File: src/rtl/line_flip_ctrl.sv
// Ping-pong line buffer sequencer for the horizontal-mirror video path.
// Optional line-length checking and read masking: define LINE_CHECK_EN.
module line_flip_ctrl #(
    parameter int MAX_W  = 1920,
    parameter int AW     = 11,
    parameter int RD_LAT = 1
) (
    input  logic          pix_1x_clk,
    input  logic          reset_in,
    input  logic          de_in,
    input  logic          hsync_in,
    input  logic          vsync_in,
    input  logic          flip_req,
    output logic          wr_en,
    output logic          wr_bank,
    output logic [AW-1:0] wr_addr,
    output logic          rd_en,
    output logic          rd_bank,
    output logic [AW-1:0] rd_addr,
    output logic          de_out,
    output logic          hsync_out,
    output logic          vsync_out,
    output logic          blank_out,
    output logic          flip_active,
    output logic          line_err
);

    localparam int LW = AW + 1;
    localparam logic [LW-1:0] MAXL    = LW'(MAX_W);
    localparam logic [AW-1:0] COL_MAX = AW'(MAX_W - 1);

    typedef enum logic [1:0] {
        WAIT_FRAME,
        FIRST_LINE,
        STREAM
    } state_t;

    state_t        state;
    state_t        state_nx;
    logic          de_d;
    logic          vs_d;
    logic [AW-1:0] col;
    logic          full;
    logic          vs_rise;
    logic          de_fall;
    logic          active;
    logic          rd_en_d;
    logic          rd_mask;
    logic [LW-1:0] mir_len;
    logic [LW-1:0] mir_diff;
    logic [3:0]    sr [RD_LAT];

    assign vs_rise = vsync_in & ~vs_d;
    assign de_fall = de_d & ~de_in;
    assign active  = (state != WAIT_FRAME);

`ifdef LINE_CHECK_EN
    logic [LW-1:0] prev_len;
    logic [LW-1:0] len_cur;
    logic          err_q;

    // full means pixel MAX_W-1 was already written this line
    assign len_cur = full ? MAXL : {1'b0, col};

    always_ff @(posedge pix_1x_clk or posedge reset_in) begin
        if (reset_in) begin
            prev_len <= '0;
            err_q    <= 1'b0;
        end else begin
            if (active && de_fall)
                prev_len <= len_cur;
            if (active && ((de_in && full) ||
                (state == STREAM && de_fall && len_cur != prev_len)))
                err_q <= 1'b1;
            else if (vs_rise)
                err_q <= 1'b0;
        end
    end

    assign mir_len  = prev_len;
    assign rd_mask  = ~full & ({1'b0, col} < prev_len);
    assign line_err = err_q;
`else
    assign mir_len  = MAXL;
    assign rd_mask  = 1'b1;
    assign line_err = 1'b0;
`endif

    always_ff @(posedge pix_1x_clk or posedge reset_in) begin
        if (reset_in) begin
            de_d        <= 1'b0;
            vs_d        <= 1'b0;
            col         <= '0;
            full        <= 1'b0;
            wr_bank     <= 1'b0;
            flip_active <= 1'b0;
        end else begin
            de_d <= de_in;
            vs_d <= vsync_in;
            if (vs_rise)
                flip_active <= flip_req;
            if (active) begin
                if (de_fall) begin
                    col     <= '0;
                    full    <= 1'b0;
                    wr_bank <= ~wr_bank;
                end else if (de_in) begin
                    if (col == COL_MAX)
                        full <= 1'b1;
                    else
                        col <= col + 1'b1;
                end
            end
        end
    end

    always_ff @(posedge pix_1x_clk or posedge reset_in) begin
        if (reset_in) begin
            for (int i = 0; i < RD_LAT; i++)
                sr[i] <= '0;
        end else begin
            sr[0] <= {de_in, hsync_in, vsync_in, rd_en};
            for (int i = 1; i < RD_LAT; i++)
                sr[i] <= sr[i-1];
        end
    end

    assign {de_out, hsync_out, vsync_out, rd_en_d} = sr[RD_LAT-1];

    assign mir_diff = mir_len - LW'(1) - {1'b0, col};
    assign wr_addr  = col;
    assign rd_addr  = flip_active ? mir_diff[AW-1:0] : col;
    assign rd_bank  = ~wr_bank;

    always_ff @(posedge pix_1x_clk or posedge reset_in) begin
        if (reset_in)
            state <= WAIT_FRAME;
        else
            state <= state_nx;
    end

    always_comb begin
        state_nx = state;
        unique case (state)
            WAIT_FRAME: if (vs_rise) state_nx = FIRST_LINE;
            FIRST_LINE: if (de_fall) state_nx = STREAM;
            default:    state_nx = state;
        endcase
    end

    always_comb begin
        wr_en     = 1'b0;
        rd_en     = 1'b0;
        blank_out = 1'b1;
        unique case (state)
            FIRST_LINE: wr_en = de_in & ~full;
            STREAM: begin
                wr_en     = de_in & ~full;
                rd_en     = de_in & rd_mask;
                blank_out = de_out & ~rd_en_d;
            end
            default: ;
        endcase
    end

endmodule

File: config.mk
export PLATFORM = sky130hd
export DESIGN_NAME = line_flip_ctrl
export DESIGN_NICKNAME = d
export VERILOG_FILES = /design/src/rtl/line_flip_ctrl.sv
export SDC_FILE = /design/constraint.sdc
export NUM_CORES = 1
export LEC_CHECK = 0
export BUFFER_PORTS_ARGS = -buffer_cell sky130_fd_sc_hd__buf_2
export CORE_ASPECT_RATIO = 0.75
export CORE_MARGIN = 5
export CORE_UTILIZATION = 35
export CTS_CLUSTER_DIAMETER = 150
export DETAILED_ROUTE_END_ITERATION = 8
export PLACE_DENSITY = 0.61
export SLEW_MARGIN = 20
export SYNTH_ARGS = -nofsm -noshare
export SYNTH_HDL_FRONTEND = slang
export SYNTH_SLANG_ARGS = --single-unit
File: constraint.sdc
create_clock -name pix_1x_clk -period 2.27 [get_ports pix_1x_clk]
set_input_delay 0.3405 -clock pix_1x_clk [delete_from_list [all_inputs] [get_ports pix_1x_clk]]
set_output_delay 0.3405 -clock pix_1x_clk [all_outputs]
set_load 0.02 [all_outputs]
======== Word level (Yosys, flattened, before mapping) ========
Cells that the tools add are included.
cells by class
  add/sub/neg operators ................... 2
  eq/ne operators ......................... 6
  mux-type cells .......................... 13
  bitwise operators ....................... 9
  reductions and logical operators ........ 10
operator list
  operator                                                         count
  11-bit two-way mux                                               4
  11-bit by 1-bit adder with 11-bit output, second input constant  1
  11-bit == test, second input constant                            1
  11-bit subtractor, first input constant                          1
  3-bit AND reduction                                              3
  2-bit nonzero test                                               4
  1-bit two-way mux                                                6
  2-bit inequality test, second input constant                     3
  1-bit NOT                                                        5
  1-bit AND                                                        4
  2-bit two-way mux                                                2
  2-bit case mux with 2 select lines                               1
  2-bit by 1-bit == test with 1-bit output, second input constant  1
  2-bit == test, second input constant                             1
  2-bit logical NOT                                                1
  2-bit AND reduction                                              1
  2-bit OR reduction                                               1
storage, ports and cells
  register bits after elaboration ......... 22
  output and inout bits ................... 32
  word-level logic and storage cells ...... 48

======== Longest topological paths before layout ========
  word-level depth ........................ 4
  depth in mapped cells ................... 7

======== Worst setup path before layout ========
OpenSTA, ideal clock, no wires.
  path type ............................... register to register
  start point ............................. register col[7], in the netlist wr_addr[7]
  end point ............................... register col[9], in the netlist wr_addr[9]
  data arrival time ....................... 1,757 ps
  required time ........................... 2,144 ps
  slack ................................... 387 ps
  cell stages (with the launch flop) ...... 8
  period minus slack after synthesis ...... 1,883 ps
  cell sequence ........................... dfrtp_1 > inv_1 > ha_1 > nand3_1 > nor3_1 > a211o_1 > buf_2 > a221o_1
on the way
  word-level cells in the longest chain between the ends .. 4
  elaborated cells between the ends (all ways) .. 7
  those cells by class .................... add/sub: 1; eq/ne: 2; mux: 3; reduce/logical: 1
ends and longest elaborated chain
  item                                      line  RTL
  start, declared                           42    logic [AW-1:0] col;
  start signal, assigned                    111   col <= col + 1'b1;
  11-bit by 1-bit adder with 11-bit output  111
  11-bit two-way mux                        108   if (col == COL_MAX)
  11-bit two-way mux                        107   end else if (de_in) begin
  11-bit two-way mux                        103   if (de_fall) begin
Several ways; a longest one is shown, not always the timed one. The select of a mux whose other input is x is not followed.
A chain may end at the register's enable or synchronous reset.

======== Worst setup path after layout ========
Same ends and word-level chain as after synthesis.

==> metrics <==
Tmin final ~2.0 ns; R2R depth 6; Netlist cell types 30; r2r startpoint wr_addr[7]$_DFFE_PP0P_; Post-synth EDFFs 0; area grow syn2layout 22.9%; most common cell after layout, fill and taps aside buf_2; Core ar. roughly 3300 um2; Max Buffers Root-to-Sink 2; CP Data Required Time around 2.4 ns; Rel. slew slack 0.481; Clk Latency, worst-skew pair between 0.2 and 0.3 ns; post-route ant nets 0; Port Buffers 36; largest family of logic cells by synthesized area simple AND/OR/NAND/NOR gates; Vias/cell approximately 5; top post-synthesis cells by area dfrtp_1 42%, ha_1 7.4%, xor2_1 5.1%; Adder-Cell Fraction of Synth Area 0.0735; post_cts resized 0; Tcrit/Tclk final 0.862; Inserted Diodes 0; Synth Area in Compound Gates 0.131; clock skew between 0.006 and 0.007 ns; root buf cell clkbuf_8; Net count, final 178; metal3 WL 208 um; fin. max-slew vios 0; DR WL met2 around 1300 um; Crit Path Max Fanout 9; CTS tree built; Min-Delay Startpoint hsync_in; CP Launch Type flip-flop; status finished clean; critical path capture point type flip-flop; Mapped Area ~1200 um2; Residual DRC 0; CTS sink count 20; post-DP HPWL between 2000 and 2500 um; multiplexer share of the synthesized area 0.00945; Starting Density 0.362; GR Overflow Total 0; htree depth 1; most frequent cells in the layout 36 x buf_2, 20 x dfrtp_1, 11 x nand2_1, 11 x nor2_1, 9 x inv_1; xor and xnor area share after synthesis 0.0809; area of the die between 4000 and 5000 um2; Via Count between 1000 and 1500; largest area contributor in the netlist dfrtp_1; Worst EP arrival between 2 and 2.5 ns; initial antenna violation count 0; hold depth 1; vias in the first global route 1027; Final Wtd Congestion 0.946; first-pass GRT wire length between 4000 and 5000 um; Hold Crit Class in -> reg; uppermost routed layer met4; post-synthesis simple-gate area fraction 0.223; Post-Route M1 WL between 1000 and 1500 um; initial drt markers 32; router iterations before antenna repair 4; unrepaired setup endpoints after global routing false; Yosys warnings 0; Max-Cap Viols 0; Die X 77.4 um; Post-Synthesis Cells 130; worst slew pin tran around 0.78 ns; layout cells sized above 1 0.268; FF+latch count, synth 20; Worst-path clk slew 0.07 ns; Seq/Total Area, Yosys 0.420; Power Density approximately 1100 nW/um2; global-route usage over all layers 0.136; Rows 18; Final Hold Viols 0; critical path class reg -> reg; cts hold-fix bufs 0; fraction of registers with async set/reset 1.00; pre-CTS WS approximately 0.32 ns; WL final approximately 3000 um; # Post-CTS Setup Buffers 0; Num CTS Buffers 3; Syn Area/Cell between 9 and 10 um2; static leakage between 0.8 and 0.9 nW; maximum vdd drop approximately 620 uV; most used flip-flop cell after synthesis dfrtp_1; Die Ht ~61 um; Final Power roughly 1.6 mW; syn_nets approximately 140; share of the synthesized area in the top cell type 0.420; Critical Path Start wr_addr[7]$_DFFE_PP0P_; setup_tns 0 ns; Fmax around 0.51 GHz; pin count of the biggest net entering global routing 21; final worst slack 0.314 ns; routed wire length per instance 14.7 um; # setup viols final 0; IO Pins 38
synthesized netlist by cell type (3+ instances only):
master	number
dfrtp_1	20
or3_1	3
nor3_1	5
clkbuf_1	3
nand2_1	11
xor2_1	7
o21ai_0	5
a211o_1	5
and3_1	6
a21oi_1	5
inv_1	9
nand3_1	4
xnor2_1	4
nor4_1	4
nand2b_1	4
nor2_1	11
ha_1	7
metrics by stage:
stage	utilization	cells	instance area, um2	hold slack [ns]
final	0.445	204	1460	0.181
after CTS	0.445	204	1460	0.176
after global placement	0.424	200	1390	0.454
after global routing	0.445	204	1460	0.173
after detailed placement	0.424	200	1390	0.451
after floorplan	-	130	1190	0.304
registers in the layout (all words and copies together) (netlist names):
| signal | cells |
|---|---|
| state | 2 |
| full | 1 |
| de_d | 1 |
| wr_addr | 11 |
| wr_bank | 1 |
| sr | 3 |
| flip_active | 1 |
worst max-delay path: stages, from the launching register on:
cell	delay, ns
dfrtp_1	0.49
inv_1	0.10
ha_1	0.19
nand3_1	0.13
nor3_1	0.11
a211o_1	0.44
a221o_1	0.39
final cells by class:
type | instances | area (um2)
fill | 336 | 1820
multi-input combinational | 94 | 621
sequential | 20 | 500
timing repair buffer | 37 | 188
tap | 40 | 50.0
clock buffer | 3 | 41.3
inverter | 9 | 33.8
clock inverter | 1 | 30.0
report_power, final:
group / switching (mW) / internal (mW) / total [mW]
sequential: 0.119 / 0.434 / 0.553
clock: 0.124 / 0.236 / 0.360
combinational: 0.448 / 0.256 / 0.704
total: 0.691 / 0.926 / 1.62
cell families after synthesis:
| group | after synthesis |
|---|---|
| AOI/OAI and AO/OA | 22 |
| xor gates and xnor gates | 11 |
| adders and majority gates | 7 |
| buffers and inverters | 16 |
| DFF | 20 |
| muxes | 1 |
| other | 1 |
| and+or+nand+nor | 52 |
path summary, 6_finish.rpt:
kind / end / slack (ns)
worst min register to register: full$_DFFE_PP0P_ / 0.52
worst min-delay path: sr[2]$_DFF_PP0_ / 0.18
min in group asynchronous: state[0]$_DFFE_PP0P_ / 0.21
max in group asynchronous: wr_addr[10]$_DFFE_PP0P_ / 1.57
worst max-delay path: wr_addr[9]$_DFFE_PP0P_ / 0.31
worst max register to register: wr_addr[9]$_DFFE_PP0P_ / 0.31
layer usage:
layer / track usage / vias up
met4: 0.0515 / 0
met5: 0 / -
li1: - / 512
met1: 0.186 / 490
met3: 0.0386 / 5
met2: 0.207 / 42
Power figures use the tool's default switching activity.
